===== src/rtl/uart_rx_line.sv =====
// uart_rx_line: 8N1 UART receiver feeding a newline-terminated line buffer.
// The clock is RST_clk; rst is an asynchronous, active-high reset.
module uart_rx_line #(
  parameter int CLK_FREQ = 50000000,
  parameter int BAUD = 115200,
  parameter int DEPTH = 16,
  localparam int AW = $clog2(DEPTH)
) (
  input  logic          RST_clk,
  input  logic          rst,
  input  logic          uart_rx,
  output logic [7:0]    rx_data,
  output logic          rx_valid,
  output logic          frame_err,
  input  logic [AW-1:0] rd_addr,
  output logic [7:0]    rd_data,
  output logic          line_ready,
  output logic [AW:0]   line_len,
  input  logic          line_ack,
  output logic          overflow
);
  localparam int CPB = CLK_FREQ / BAUD;
  localparam int CW = $clog2(CPB);
  localparam logic [CW-1:0] BIT_END = CW'(CPB - 1);
  localparam logic [CW-1:0] MID = CW'(CPB / 2 - 1);
  localparam logic [AW:0] FULL = (AW + 1)'(DEPTH);
  localparam logic [AW:0] ONE = (AW + 1)'(1);

  typedef enum logic [1:0] {IDLE, START, DATA, STOP} state_t;

  state_t        state;
  logic [1:0]    sync;
  logic [CW-1:0] cnt;
  logic [2:0]    idx;
  logic [7:0]    shift;
  logic [AW:0]   wptr;
  logic [7:0]    mem [DEPTH];
  logic          rx;
  logic          bit_done;
  logic          wr;

  assign rx = sync[1];
  assign bit_done = cnt == BIT_END;
  assign wr = rx_valid && !line_ready && wptr != FULL;
  assign rd_data = mem[rd_addr];

  always_ff @(posedge RST_clk or posedge rst) begin
    if (rst) begin
      state <= IDLE;
      sync <= 2'b11;
      cnt <= '0;
      idx <= '0;
      shift <= '0;
      rx_data <= '0;
      rx_valid <= 1'b0;
      frame_err <= 1'b0;
    end else begin
      sync <= {sync[0], uart_rx};
      rx_valid <= 1'b0;
      frame_err <= 1'b0;
      cnt <= cnt + CW'(1);
      case (state)
        IDLE: begin
          cnt <= '0;
          if (!rx) state <= START;
        end
        START: if (cnt == MID) begin
          cnt <= '0;
          idx <= '0;
          state <= rx ? IDLE : DATA;
        end
        DATA: if (bit_done) begin
          cnt <= '0;
          shift <= {rx, shift[7:1]};
          idx <= idx + 3'd1;
          if (idx == 3'd7) state <= STOP;
        end
        STOP: if (bit_done) begin
          cnt <= '0;
          state <= IDLE;
          if (rx) begin
            rx_data <= shift;
            rx_valid <= 1'b1;
          end else frame_err <= 1'b1;
        end
        default: state <= IDLE;
      endcase
    end
  end

  // A full buffer keeps wptr at DEPTH so a late newline still closes the line.
  always_ff @(posedge RST_clk or posedge rst) begin
    if (rst) begin
      wptr <= '0;
      line_ready <= 1'b0;
      line_len <= '0;
      overflow <= 1'b0;
    end else if (line_ack && line_ready) begin
      line_ready <= 1'b0;
      wptr <= '0;
      overflow <= rx_valid;
    end else if (rx_valid) begin
      if (line_ready) overflow <= 1'b1;
      else if (wptr == FULL) begin
        if (rx_data == 8'h0A) begin
          line_ready <= 1'b1;
          line_len <= FULL;
        end else overflow <= 1'b1;
      end else begin
        wptr <= wptr + ONE;
        if (rx_data == 8'h0A) begin
          line_ready <= 1'b1;
          line_len <= wptr + ONE;
        end
      end
    end
  end

  always_ff @(posedge RST_clk) begin
    if (wr) mem[wptr[AW-1:0]] <= rx_data;
  end
endmodule


===== config.mk =====
export PLATFORM = sky130hd
export DESIGN_NAME = uart_rx_line
export DESIGN_NICKNAME = d
export VERILOG_FILES = /design/src/rtl/uart_rx_line.sv
export SDC_FILE = /design/constraint.sdc
export NUM_CORES = 1
export LEC_CHECK = 0
export CORE_ASPECT_RATIO = 0.9
export CORE_MARGIN = 4
export CORE_UTILIZATION = 54
export CTS_CLUSTER_DIAMETER = 50
export CTS_CLUSTER_SIZE = 8
export DETAILED_ROUTE_END_ITERATION = 8
export PLACE_DENSITY = 0.87
export SLEW_MARGIN = 20
export SYNTH_ARGS = -nofsm -noshare
export SYNTH_HDL_FRONTEND = slang
export SYNTH_SLANG_ARGS = --single-unit

===== constraint.sdc =====
create_clock -name RST_clk -period 2.05 [get_ports RST_clk]
set_input_delay 0.3075 -clock RST_clk [delete_from_list [all_inputs] [get_ports RST_clk]]
set_output_delay 0.3075 -clock RST_clk [all_outputs]
set_load 0.005 [all_outputs]

# Yosys cells after proc, flatten, opt, wreduce, memory -nomap -nowiden
# Memory sizes are Yosys's and may differ from the RTL's.
# Index checks and enable logic that the tools add are counted.
word_totals:
  memories: 1
  word_cells: 88
  out_inout_bits: 25
  input_bits: 8
  ff_bits: 46
  ram_bits: 128
  rom_bits: 0
  latch_bits: 0
op_classes:
  magnitude_cmp: 0
  add_sub_neg: 3
  eq_ne: 17
  shifts: 0
  n_reduce_logical: 16
  n_mul: 0
  mux: 37
  bitwise: 2
  n_div: 0
memory_table:
  columns: ["memory", "words", "word_bits", "rd", "rd_ports_with_merged_regs", "wr", "line_no", "source"]
  rows:
  - ["mem", 16, 8, 1, 0, 1, "37", "logic [7:0] mem [DEPTH];"]
op_table:
  columns: ["op", "count"]
  rows:
  - ["5-bit two-way mux", 7]
  - ["9-bit one-hot mux with 3 select lines", 1]
  - ["9-bit two-way mux", 2]
  - ["1-bit two-way mux", 17]
  - ["2-bit two-way mux", 6]
  - ["2-bit != test (second input constant)", 6]
  - ["3-bit AND reduction", 4]
  - ["9-bit by 1-bit adder with 9-bit output (second input constant)", 1]
  - ["9-bit by 8-bit == test with 1-bit output (second input constant)", 1]
  - ["9-bit == test (second input constant)", 1]
  - ["8-bit by 4-bit == test with 1-bit output (second input constant)", 1]
  - ["2-bit one-hot mux with 4 select lines", 1]
  - ["3-bit two-way mux", 2]
  - ["3-bit one-hot mux with 2 select lines", 1]
  - ["5-bit by 1-bit adder with 5-bit output (second input constant)", 1]
  - ["5-bit == test (second input constant)", 1]
  - ["5-bit != test (second input constant)", 1]
  - ["5-bit AND reduction", 1]
  - ["2-bit == test (second input constant)", 2]
  - ["4-bit AND reduction", 1]
  - ["2-bit nonzero test", 2]
  - ["3-bit by 1-bit adder with 3-bit output (second input constant)", 1]
  - ["3-bit == test (second input constant)", 1]
  - ["1-bit logical AND", 3]
  - ["9 further kinds", 10]

# Logic depth before layout (Yosys ltp)
logic_depth:
  word_depth: 6
  ltp_mapped: 7
  depth_no_buf: 6

# Worst setup path before layout
# No wires, ideal clock.
synth_path:
  path_type: "reg2reg"
  from: "register wptr[0]"
  to: "memory mem[12][0] (enable)"
  required_ns: 1.718
  n_path_buf: 0
  setup_time_ns: 0.332
  setup_slack_ns: -0.002
  stages_incl_launch_ff: 7
  period_less_slack_ns: 2.052
  arrival_time_ns: 1.720
  path_cell_list: "dfrtp_1 inv_1 ha_1 and4bb_2 nor2_1 and3_1 and2_1"
synth_via:
  elab_chain_cells: 4
synth_lines:
  columns: ["item", "line_no", "source"]
  rows:
  - ["start: declaration", "36", "logic [AW:0] wptr;"]
  - ["start signal: assignment", "110", "wptr <= wptr + ONE;"]
  - ["5-bit != test", "44", "assign wr = rx_valid && !line_ready && wptr != FULL;"]
  - ["1-bit logical AND", "44", null]
  - ["1-bit two-way mux", "120", "if (wr) mem[wptr[AW-1:0]] <= rx_data;"]
  - ["1-bit two-way mux (not written as such)", "120", null]
  - ["end: declaration", "37", null]
# Parallel ways exist; a longest one is shown, timed or not.

# Worst setup path in the final report
layout_path:
  from: "memory mem[11][1]"
  to: "output port rd_data[1]"
layout_via:
  elab_chain_cells: 1
layout_lines:
  columns: ["item", "line_no", "source"]
  rows:
  - ["memory read 16 x 8 bit", null, null]
  - ["end: declaration", "16", "output logic [7:0] rd_data,"]
# Every way passes these cells.

==> flow_summary.yaml <==
run_status:
  outcome: "complete, but fails checks"
  violations: "setup timing"
grt:
  antenna_found_initial: 0
  grt_pass1_wl_um: 24030
  gr-usage-all-layers: 0.2214
  grt_max_degree: 20
  grt_pass1_vias: 4208
  grt_overflow: 0
clocking:
  cts_buffer_depth: 2
  cts-hold-fix-buffers: 0
  clock-sinks: 174
  htreeDepth: 4
  worst_skew_pair.late_latency_ps: 430
  cts_made_buffers: 17
  clk_pin_slew_ps: 70
  cts_root_buffer: "clkbuf_16"
  cts_tree: "built"
critical_path:
  worstPathCellList: "mux4_2 -> a22oi_2 -> nand2_1 -> buf_2"
  worstReg2RegStart: "cnt[1]"
  cp-start-kind: "flip-flop"
  crit_buf_inv: 1
  worstPathMaxFanout: 1
  crit_required_ps: 1740
  critPathMaxStageDelay_ps: 510
  crit_slowest_cell: "mux4_2"
  crit_type: "reg -> out"
  cp_top_family: "multiplexers"
  startpoint: "mem[11][1]"
  worst_setup_path_end_kind: "output port"
  cp.arrival_ps: 1750
synthesis:
  netlist_area_mm2: 0.007047
  ys_seq_elements: 174
  synth.avg_cell_area_um2: 17.89
  yosys_warnings: 0
  synth.distinct_cells: 49
  synth_top_cells_by_area: "edfxtp_1 (55%), dfrtp_1 (16%), mux4_2 (10%)"
  yosysTopAreaCellShare: 0.5455
  synthCells: 394
  synthArstFlopShare: 0.2644
  synth_seq_area_share: 0.7092
  synth_edf_count: 128
  synth_top_area_cell: "edfxtp_1"
  syn-num-nets: 411
  ys.flop_type: "edfxtp_1"
detailed_routing:
  drt_first_pass_iters: 6
  via_per_inst: 5.976
  routedWlPerCell_um: 22.89
  dr_total_vias: 3968
  final_antenna_net_count: 0
  routed_wl_um: 15200
  drt_iter0_drc: 314
  drc: 0
finish:
  drive_above_1_share: 0.3600
  nFillCells: 804
  nets: 504
  syn2layout_area_growth_pct: 22.44
  antenna_cells: 0
  fin_cells: 664
die:
  rows: 39
  die-area_mm2: 0.01494
  chipHeight_um: 116.4
  io_pins: 33
  core_area_mm2: 0.01274
  die_w_um: 128.4
  initial_core_util: 0.5533
pwr:
  power.total_uw: 7223
  ir_drop_mv: 0.5266
  leakagePower_uw: 0.002919
  p_per_area_mw_per_mm2: 837.1
timing:
  hold_viol: 0
  skew_ps: 11.14
  finalSetupTns_ps: -18.94
  final-max-slew-violation-count: 0
  worst_slew_pin_slew_ps: 501.9
  setup_slack_ps: -10.25
  period_share: 1.005
  rsz0062_at_grt: "yes"
  achievable-frequency_mhz: 485.4
  whs_ps: 168.9
  relSlewSlack: 0.6650
  min_period_ps: 2060
  setup_viol: 2
place:
  io_buffer_count: 32
  dp.cells: 621
  hpwl_um: 9514
  gp_congestion: 0.8163
  dp_slack_ps: -484.1
hold_path:
  hp-class: "in -> async"
flow_run:
  max-cap-violations: 0
final cells by class:
cell class,count,area [um2],share of cell area
timing repair buffer,90,772.0,0.08947
clock inverter,15,165.2,0.01914
inverter,8,30.03,0.003480
sequential,174,4997,0.5792
tap,164,205.2,0.02378
multi-input combinational,196,2033,0.2356
clock buffer,17,425.4,0.04930
final timing paths:
| kind | cells after the start | end | slack [ps] |
|---|---|---|---|
| hold / removal | 2 | cnt[2] | 170 |
| setup / recovery | 4 | rd_data[1] | -10 |
| hold reg to reg | 0 | sync[1] | 360 |
| min in group RST_clk | 1 | sync[0] | 280 |
| max in group asynchronous | 3 | rx_data[5] | 1300 |
| setup reg to reg | 7 | rx_data[1] | 120 |
layout by cell type, fill, tap and decap left out, types with 3 or more instances in the layout:
master	Yosys	layout
clkdlybuf4s50_1	0	22
nor2_1	18	16
a22oi_2	1	13
and2_1	14	10
mux2_2	8	8
inv_6	0	6
and3_1	5	4
buf_2	6	8
mux4_2	32	32
a22oi_1	17	5
edfxtp_1	128	128
ha_1	9	9
inv_8	0	4
nand2_1	15	14
a21oi_1	3	3
dfrtp_1	44	44
nand3_1	6	6
inv_1	8	7
and2_2	0	4
mux2i_1	4	4
buf_12	0	3
nand4_1	5	5
buf_4	0	54
mux2_4	8	8
o21ai_0	8	8
nor2b_1	4	4
clkbuf_16	0	17
xor2_1	8	8
state kept, by name, summed over array words and instances, names as in the netlist, 2 cells and up, named ones only:
register  flops
rx_data       8
shift         8
sync          2
idx           3
wptr          5
mem         128
cnt           9
line_len      5
power breakdown:
group / switching [uW] / internal (uW)
Clock: 1470 / 1740
Sequential: 5.37 / 3750
Combinational: 129 / 130
cell usage after synthesis (all sizes together) (3+ instances only):
cell and n:
a22oi 18, ha 9, xor2 8, buf 9, and3 6, mux2i 4
o21ai 8, inv 8, nand3 6, nor2b 4, edfxtp 128, mux4 32
nand2 16, dfrtp 44, and2 14, nand4 5, a21oi 3, clkbuf 7
mux2 16, nor2 18
per-layer routing:
metal | global-route usage | part of all wire
met2 | 0.3829 | 0.53
met1 | 0.2789 | 0.39
met3 | 0.04252 | 0.063
met4 | 0.08911 | 0.021
met5 | 0 | 0
what timing repair did:
| action | in CTS | in global routing |
|---|---|---|
| cloned | 1 | 0 |
| pin swaps | 15 | 4 |
| setup buffers | 0 | 10 |
| setup endpoints to repair | 8 | 100 |
| resized for setup | 44 | 9 |
through the flow:
stage               area [um2]  utilization
floorplan                 7049            -
global placement          7885       0.6191
detailed placement        7885       0.6191
CTS                       8532       0.6699
global route              8628       0.6775
finish                    8628       0.6775
cell families after synthesis:
kind of cell | after synthesis | synth area share
flip-flops | 174 | 0.7092
AND/OR/NAND/NOR | 84 | 0.06729
multiplexers | 52 | 0.1378
AO/OA/AOI/OAI | 41 | 0.04244
buffers and inverters | 24 | 0.01492
XOR/XNOR | 10 | 0.01243
adder cells (fa/ha/maj) | 9 | 0.01598
Note: power is estimated with default switching activity, not from simulation.
